<file path="src/rtl/instr_fetch_unit_if.sv">
// rtl/instr_fetch_unit_if.sv - instruction memory request/ack bus
// The fetch unit is the master; instruction memory is the slave.
interface instr_fetch_unit_if;
   logic        imem_req;
   logic [31:0] imem_addr;
   logic        imem_ack;
   logic [31:0] imem_rdata;

   modport master (
      output imem_req,
      output imem_addr,
      input  imem_ack,
      input  imem_rdata
   );

   modport slave (
      input  imem_req,
      input  imem_addr,
      output imem_ack,
      output imem_rdata
   );
endinterface

</file>
<file path="src/rtl/instr_fetch_unit.sv">
// rtl/instr_fetch_unit.sv - RISC-V fetch stage: PC, one-deep instruction holding register
// Fetches one word per req/ack handshake and holds it for decode until advance.
module instr_fetch_unit #(
   parameter logic [31:0] RESET_PC  = 32'h0000_0000,
   parameter logic [31:0] NOP_INSTR = 32'h0000_0013
) (
   input  logic                      clk,
   input  logic                      reset,
   instr_fetch_unit_if.master        imem,
   input  logic                      advance,
   input  logic                      pc_src,
   input  logic [31:0]               pc_target,
   output logic [31:0]               instr,
   output logic [6:0]                op,
   output logic [31:0]               pc,
   output logic [31:0]               pc_plus4,
   output logic                      instr_valid,
   output logic                      misaligned_err
);

   typedef enum logic [1:0] {
      S_FETCH = 2'd0,
      S_VALID = 2'd1,
      S_HALT  = 2'd2
   } state_t;

   state_t      state_q, state_d;
   logic [31:0] pc_q, pc_d;
   logic [31:0] instr_q, instr_d;
   logic        valid_q, valid_d;
   logic        err_q, err_d;

   always_ff @(posedge clk) begin
      if (reset) begin
         state_q <= S_FETCH;
         pc_q    <= RESET_PC;
         instr_q <= NOP_INSTR;
         valid_q <= 1'b0;
         err_q   <= 1'b0;
      end else begin
         state_q <= state_d;
         pc_q    <= pc_d;
         instr_q <= instr_d;
         valid_q <= valid_d;
         err_q   <= err_d;
      end
   end

   always_comb begin
      state_d = state_q;
      pc_d    = pc_q;
      instr_d = instr_q;
      valid_d = valid_q;
      err_d   = err_q;
      case (state_q)
         S_FETCH: begin
            if (imem.imem_ack) begin
               instr_d = imem.imem_rdata;
               valid_d = 1'b1;
               state_d = S_VALID;
            end
         end
         S_VALID: begin
            if (advance) begin
               instr_d = NOP_INSTR;
               valid_d = 1'b0;
               if (!pc_src) begin
                  pc_d    = pc_plus4;
                  state_d = S_FETCH;
               end else if (pc_target[1:0] == 2'b00) begin
                  pc_d    = pc_target;
                  state_d = S_FETCH;
               end else begin
                  // Misaligned target: park here with pc intact so the faulting branch can be inspected.
                  err_d   = 1'b1;
                  state_d = S_HALT;
               end
            end
         end
         S_HALT: begin
            state_d = S_HALT;
         end
         default: begin
            state_d = S_FETCH;
         end
      endcase
   end

   assign imem.imem_req  = (state_q == S_FETCH) & ~reset;
   assign imem.imem_addr = pc_q;
   assign pc             = pc_q;
   assign pc_plus4       = pc_q + 32'd4;
   assign instr          = instr_q;
   assign op             = instr_q[6:0];
   assign instr_valid    = valid_q;
   assign misaligned_err = err_q;

endmodule

</file>
<file path="src/flat_wrapper.sv">
// flat-port wrapper written by rule: the top's interface ports become plain ports
module instr_fetch_unit_flat 
#(
   parameter logic [31:0] RESET_PC  = 32'h0000_0000,
   parameter logic [31:0] NOP_INSTR = 32'h0000_0013
)
  (clk, reset, advance, pc_src, pc_target, instr, op, pc, pc_plus4, instr_valid, misaligned_err, imem_imem_req, imem_imem_addr, imem_imem_ack, imem_imem_rdata);
  instr_fetch_unit_if imem_i ();
  input  logic clk;
  input  logic reset;
  input  logic advance;
  input  logic pc_src;
  input  logic [31:0] pc_target;
  output logic [31:0] instr;
  output logic [6:0] op;
  output logic [31:0] pc;
  output logic [31:0] pc_plus4;
  output logic instr_valid;
  output logic misaligned_err;
  output wire logic [$bits(imem_i.imem_req)-1:0] imem_imem_req;
  output wire logic [$bits(imem_i.imem_addr)-1:0] imem_imem_addr;
  input wire logic [$bits(imem_i.imem_ack)-1:0] imem_imem_ack;
  input wire logic [$bits(imem_i.imem_rdata)-1:0] imem_imem_rdata;
  assign imem_imem_req = imem_i.imem_req;
  assign imem_imem_addr = imem_i.imem_addr;
  assign imem_i.imem_ack = imem_imem_ack;
  assign imem_i.imem_rdata = imem_imem_rdata;
  instr_fetch_unit #(.RESET_PC(RESET_PC), .NOP_INSTR(NOP_INSTR)) u_core (.clk(clk), .reset(reset), .imem(imem_i), .advance(advance), .pc_src(pc_src), .pc_target(pc_target), .instr(instr), .op(op), .pc(pc), .pc_plus4(pc_plus4), .instr_valid(instr_valid), .misaligned_err(misaligned_err));
endmodule
</file>
<file path="config.mk">
export PLATFORM = sky130hd
export DESIGN_NAME = instr_fetch_unit_flat
export DESIGN_NICKNAME = d
export VERILOG_FILES = /design/src/rtl/instr_fetch_unit_if.sv /design/src/rtl/instr_fetch_unit.sv /design/src/flat_wrapper.sv
export SDC_FILE = /design/constraint.sdc
export NUM_CORES = 1
export LEC_CHECK = 0
export ABC_CLOCK_PERIOD_IN_PS = 3900
export BUFFER_PORTS_ARGS = -buffer_cell sky130_fd_sc_hd__buf_4
export CORE_MARGIN = 5
export CORE_UTILIZATION = 49
export CTS_BUF_LIST = sky130_fd_sc_hd__clkbuf_4
export DETAILED_ROUTE_END_ITERATION = 16
export MAX_ROUTING_LAYER = met4
export PLACE_DENSITY_LB_ADDON = 0.1
export SLEW_MARGIN = 40
export SYNTH_ARGS = -nofsm -noshare
export SYNTH_HDL_FRONTEND = slang
export SYNTH_SLANG_ARGS = --single-unit
</file>
<file path="constraint.sdc">
create_clock -name clk -period 3.9 [get_ports clk]
set_clock_uncertainty 0.15 [all_clocks]
set_input_delay 0.585 -clock clk [delete_from_list [all_inputs] [get_ports clk]]
set_output_delay 0.585 -clock clk [all_outputs]
set_load 0.005 [all_outputs]
</file>
# ---- Word level (Yosys, flattened, before mapping)
# Index checks and enable logic that the tools add are counted.
dict set report word_totals {
  out_inout_bits 138
  ff_bits 68
}
dict set report op_classes {
  n_bitwise 3
  addsub 1
  reduce_logical 7
  n_mux 13
  n_eq_ne 5
}
# operator count
set op_table {}
lappend op_table {{32-bit two-way mux} 4}
lappend op_table {{32-bit one-hot mux with 2 select lines} 1}
lappend op_table {{32-bit by 3-bit adder with 32-bit output (second input constant)} 1}
lappend op_table {{2-bit two-way mux} 4}
lappend op_table {{2-bit one-hot mux with 3 select lines} 1}
lappend op_table {{3-bit AND reduction} 2}
lappend op_table {{2-bit zero test} 2}
lappend op_table {{2-bit != test (second input constant)} 2}
lappend op_table {{4-bit AND reduction} 1}
lappend op_table {{2-bit by 1-bit == test with 1-bit output (second input constant)} 1}
lappend op_table {{2-bit == test (second input constant)} 1}
lappend op_table {{1-bit two-way mux} 2}
lappend op_table {{2-bit by 1-bit != test with 1-bit output (second input constant)} 1}
lappend op_table {{1-bit NOT} 2}
lappend op_table {{1-bit one-hot mux with 2 select lines} 1}
lappend op_table {{2-bit AND reduction} 1}
lappend op_table {{2-bit nonzero test} 1}
lappend op_table {{1-bit AND} 1}

# ---- Logic depth before layout (Yosys ltp)
dict set report depth {
  ltp_word 5
  ltp_mapped 7
  mapped_depth_nobuf 6
}

# ---- Least setup slack after synthesis
# No wires, ideal clock.
dict set report synth_timing {
  path_kind {register -> output}
  start {register u_core.pc_q[2] (netlist: u_core.imem.imem_addr[2])}
  end {output pc_plus4[16]}
  slack_ns 1.516
  arrival_ns 1.649
  n_path_buf 1
  stages_incl_launch_ff 7
  path_cell_list {dfxtp_1 > ha_1 > nand3_1 > or3_1 > clkbuf_1 > nor2_1 > xor2_1}
}
dict set report synth_via {
  elab_chain_cells 1
}
# item line
set synth_lines {}
lappend synth_lines {{start: declaration} instr_fetch_unit.sv:28} ;# logic [31:0] pc_q, pc_d;
lappend synth_lines {{start signal: assignment} instr_fetch_unit.sv:42} ;# pc_q <= pc_d;
lappend synth_lines {{32-bit by 3-bit adder with 32-bit output} instr_fetch_unit.sv:92} ;# assign pc_plus4 = pc_q + 32'd4;
lappend synth_lines {{end: declaration} flat_wrapper.sv:17} ;# output logic [31:0] pc_plus4;
# Every way passes these cells.

# ---- Final worst setup path
# Ends and elaborated chain as after synthesis.

==> results.md <==
- Post-CTS Setup Repair Bufs: 0
- Post-route DRC: 0
- Post-Synth Adder-Cell Area: 0.352%
- Netlist Area Pre-Place: 3550 sq um
- Largest family of logic cells by synthesized area: simple AND/OR/NAND/NOR gates
- Hold WC Path Type: in2reg
- Port Buffers: 206
- Xor/xnor share of the synthesized area: 6.90%
- Initial Utilization: 49.8%
- Clock network fraction of total power: 37.4%
- Hold Slack: 240 ps
- Minimum clock period: 3160 ps
- Mux cell area share after synthesis: 0.282%
- Internal: 1.17 mW
- Layout cells sized above 1: 40.2%
- Psw: 394 uW
- CP max stage delay: 490 ps
- Post_cts resized: 0
- Max-Cap Viols: 0
- Clock sinks: 68
- Worst IR Drop VDD: 274 uV
- Critical-path top delay cell: dfxtp_1
- # IOs: 207
- Pre-antenna DRT Iters: 4
- Gpl congestion: 0.861
- Wire per inst: 16.7 um
- RSZ-0062 raised after global routing: no
- Placed cell area: 4850 sq um
- Clock tree root buffer cell: clkbuf_4
- Final setup vio count: 0
- Row cnt: 31
- Worst-path clk slew: 120 ps
- CTS Hold Bufs: 0
- Prevailing post-synth register cell: dfxtp_1
- Seq/Total Area, Yosys: 38.3%
- First-pass GRT wire length: 16.7 mm
- Final hold vios: 0
- Relative slew slack: 53.1%
- CTS max path bufs: 2
- Synth Area in Compound Gates: 19.2%
- Chip width: 95.2 um
- Cells after Synth: 424
- Hold Path Depth: 3
- Pin count of the biggest net entering global routing: 52
- CP Cell Sequence: ha_1 > nand3_1 > or3_1 > nor2_1 > xor2_1 > buf_4
- Die H: 95.2 um
- Most frequent cells in the layout: buf_4, dfxtp_1, nor2_1, a22oi_1, a21oi_1
- Setup ws final: 737 ps
- Fin crit share: 81.1%
- CTS tree: done
- Switch share: 25.1%
- Post-synth EDFFs: 0
- CP arrival: 2430 ps
- Aggregate global-route resource usage: 24.2%
- Number of cells after detailed placement: 664
- Ys async rst share: 0%
- Ys Warns: 0
- Logic gate share of total power: 14.8%
- Crit. End Element: output port
- Initial DRC Count: 178
- Simple-gate area share of the yosys netlist: 22.7%
- Die ar.: 9050 sq um
- Net count after synthesis: 494
- Final HPWL DP: 8.37 mm
- Worst-Skew Late Latency: 400 ps
- Setup slack at placement: 1160 ps
- P_leak: 2.38 nW
- Final nets: 646
- CTS Buf Count: 9
- Max Fanout on Critical Path: 8
- Critical path class: reg2out
- Outcome: complete, no violations
- Flop pwr share: 47.7%
- Fin cells: 679
- Final Cell Area: 5030 sq um
- Initial antenna violation count: 0
- Number of max-slew violations in the final report: 0
- PwrDens: 312 nW/um^2
- Vias in the first global route: 3438
- Cell variety after synth: 44
- Reg2Reg Depth: 5
- Core ar.: 7140 sq um
- Via density per instance: 5.40
- Peak Freq: 316 MHz
- Overall power: 1.57 mW
- Drt total wl: 11.3 mm
- Worst slew pin tran: 703 ps
- Gr ovfl total: 0
- CP required: 3160 ps
- Via count: 3665
- Antenna-violating nets left: 0
- Flops & latches, synth: 68
- Final Util: 70.5%
- Syn Area/Cell: 8.38 sq um
- Setup Total Neg Slack: 0 ps
- Number of diodes: 0
- Area grow syn2layout: 41.6%
- Clock H-tree levels: 3
- Commonest non-fill, non-tap cell in the layout: buf_4
- Crit path launch type: register
[cell families (layout without fill, tap and decap cells)]
family | count (synthesis) | in the layout
AOI/OAI and AO/OA | 98 | 98
xor gates and xnor gates | 28 | 28
adders and majority gates | 1 | 1
buffers and inverters | 75 | 231
DFF | 68 | 68
muxes | 1 | 1
and+or+nand+nor | 153 | 153
[critical path, delay by kind of cell (launching register included)]
kind	cells	cell delay (ps)
buffers and inverters	1	160
and+or+nand+nor	3	830
adders and majority gates	1	290
DFF	1	490
xor gates and xnor gates	1	260
[cell usage after synthesis (all sizes together), types with 2 or more instances]
library cell	count	area share (%)
nand2	21	2.2
a221oi	3	0.74
a22oi	36	7.6
dfxtp	68	38
or3	6	1.1
nand2b	6	1.1
nor3b	5	1.1
nand4	7	1.4
and3	20	3.5
clkbuf	27	2.9
xnor2	20	4.9
nand3	17	2.7
o21ai	5	0.70
and4	2	0.49
inv	5	0.53
nor4	4	1.5
a21oi	24	3.4
buf	43	8.9
xor2	8	2.0
o21bai	2	0.42
nor2	53	5.6
nor3	7	0.99
o22ai	2	0.35
a31oi	4	0.70
o2bb2ai	14	3.5
[cell type report]
| type | instances | area (sq um) |
|---|---|---|
| timing repair buffer | 211 | 1580 |
| sequential | 68 | 1360 |
| clock inverter | 6 | 114 |
| clock buffer | 9 | 67.6 |
| inverter | 5 | 18.8 |
| fill | 631 | 2110 |
| tap | 99 | 124 |
| multi-input combinational | 281 | 1760 |
[worst paths after layout]
path | startpoint | end | slack, ps
setup / recovery | u_core.imem.imem_addr[2]$_SDFFE_PP0P_ | pc_plus4[16] | 740
hold reg to reg | u_core.misaligned_err$_SDFFE_PP0P_ | u_core.misaligned_err$_SDFFE_PP0P_ | 340
setup reg to reg | u_core.imem.imem_addr[5]$_SDFFE_PP0P_ | u_core.imem.imem_addr[27]$_SDFFE_PP0P_ | 1550
hold / removal | imem_imem_rdata[4] | u_core.instr[4]$_SDFFE_PP1P_ | 240
[layer usage]
layer  vias up  share of wire, %  GRT usage (%)
met5         -                 0              -
met2       167                49           40.5
li1       1777                 -              -
met1      1699                39           28.0
met4         0               2.3           9.62
met3        22               9.3           5.76
[power groups by stage]
stage                     logic [mW]  registers (mW)  clock network [mW]
after floorplan                0.106           0.760                   0
after detailed placement       0.235           0.763                   0
after CTS                      0.235           0.748               0.603
final                          0.232           0.748               0.587
after global routing           0.255           0.753               0.630
after global placement         0.230           0.762                   0
[state kept, by name (all words and copies together), names as in the netlist]
name / cells
u_core.imem.imem_addr: 32
u_core.instr: 32
u_core.state_q: 2
u_core.instr_valid: 1
u_core.misaligned_err: 1
Power figures use the tool's default switching activity.
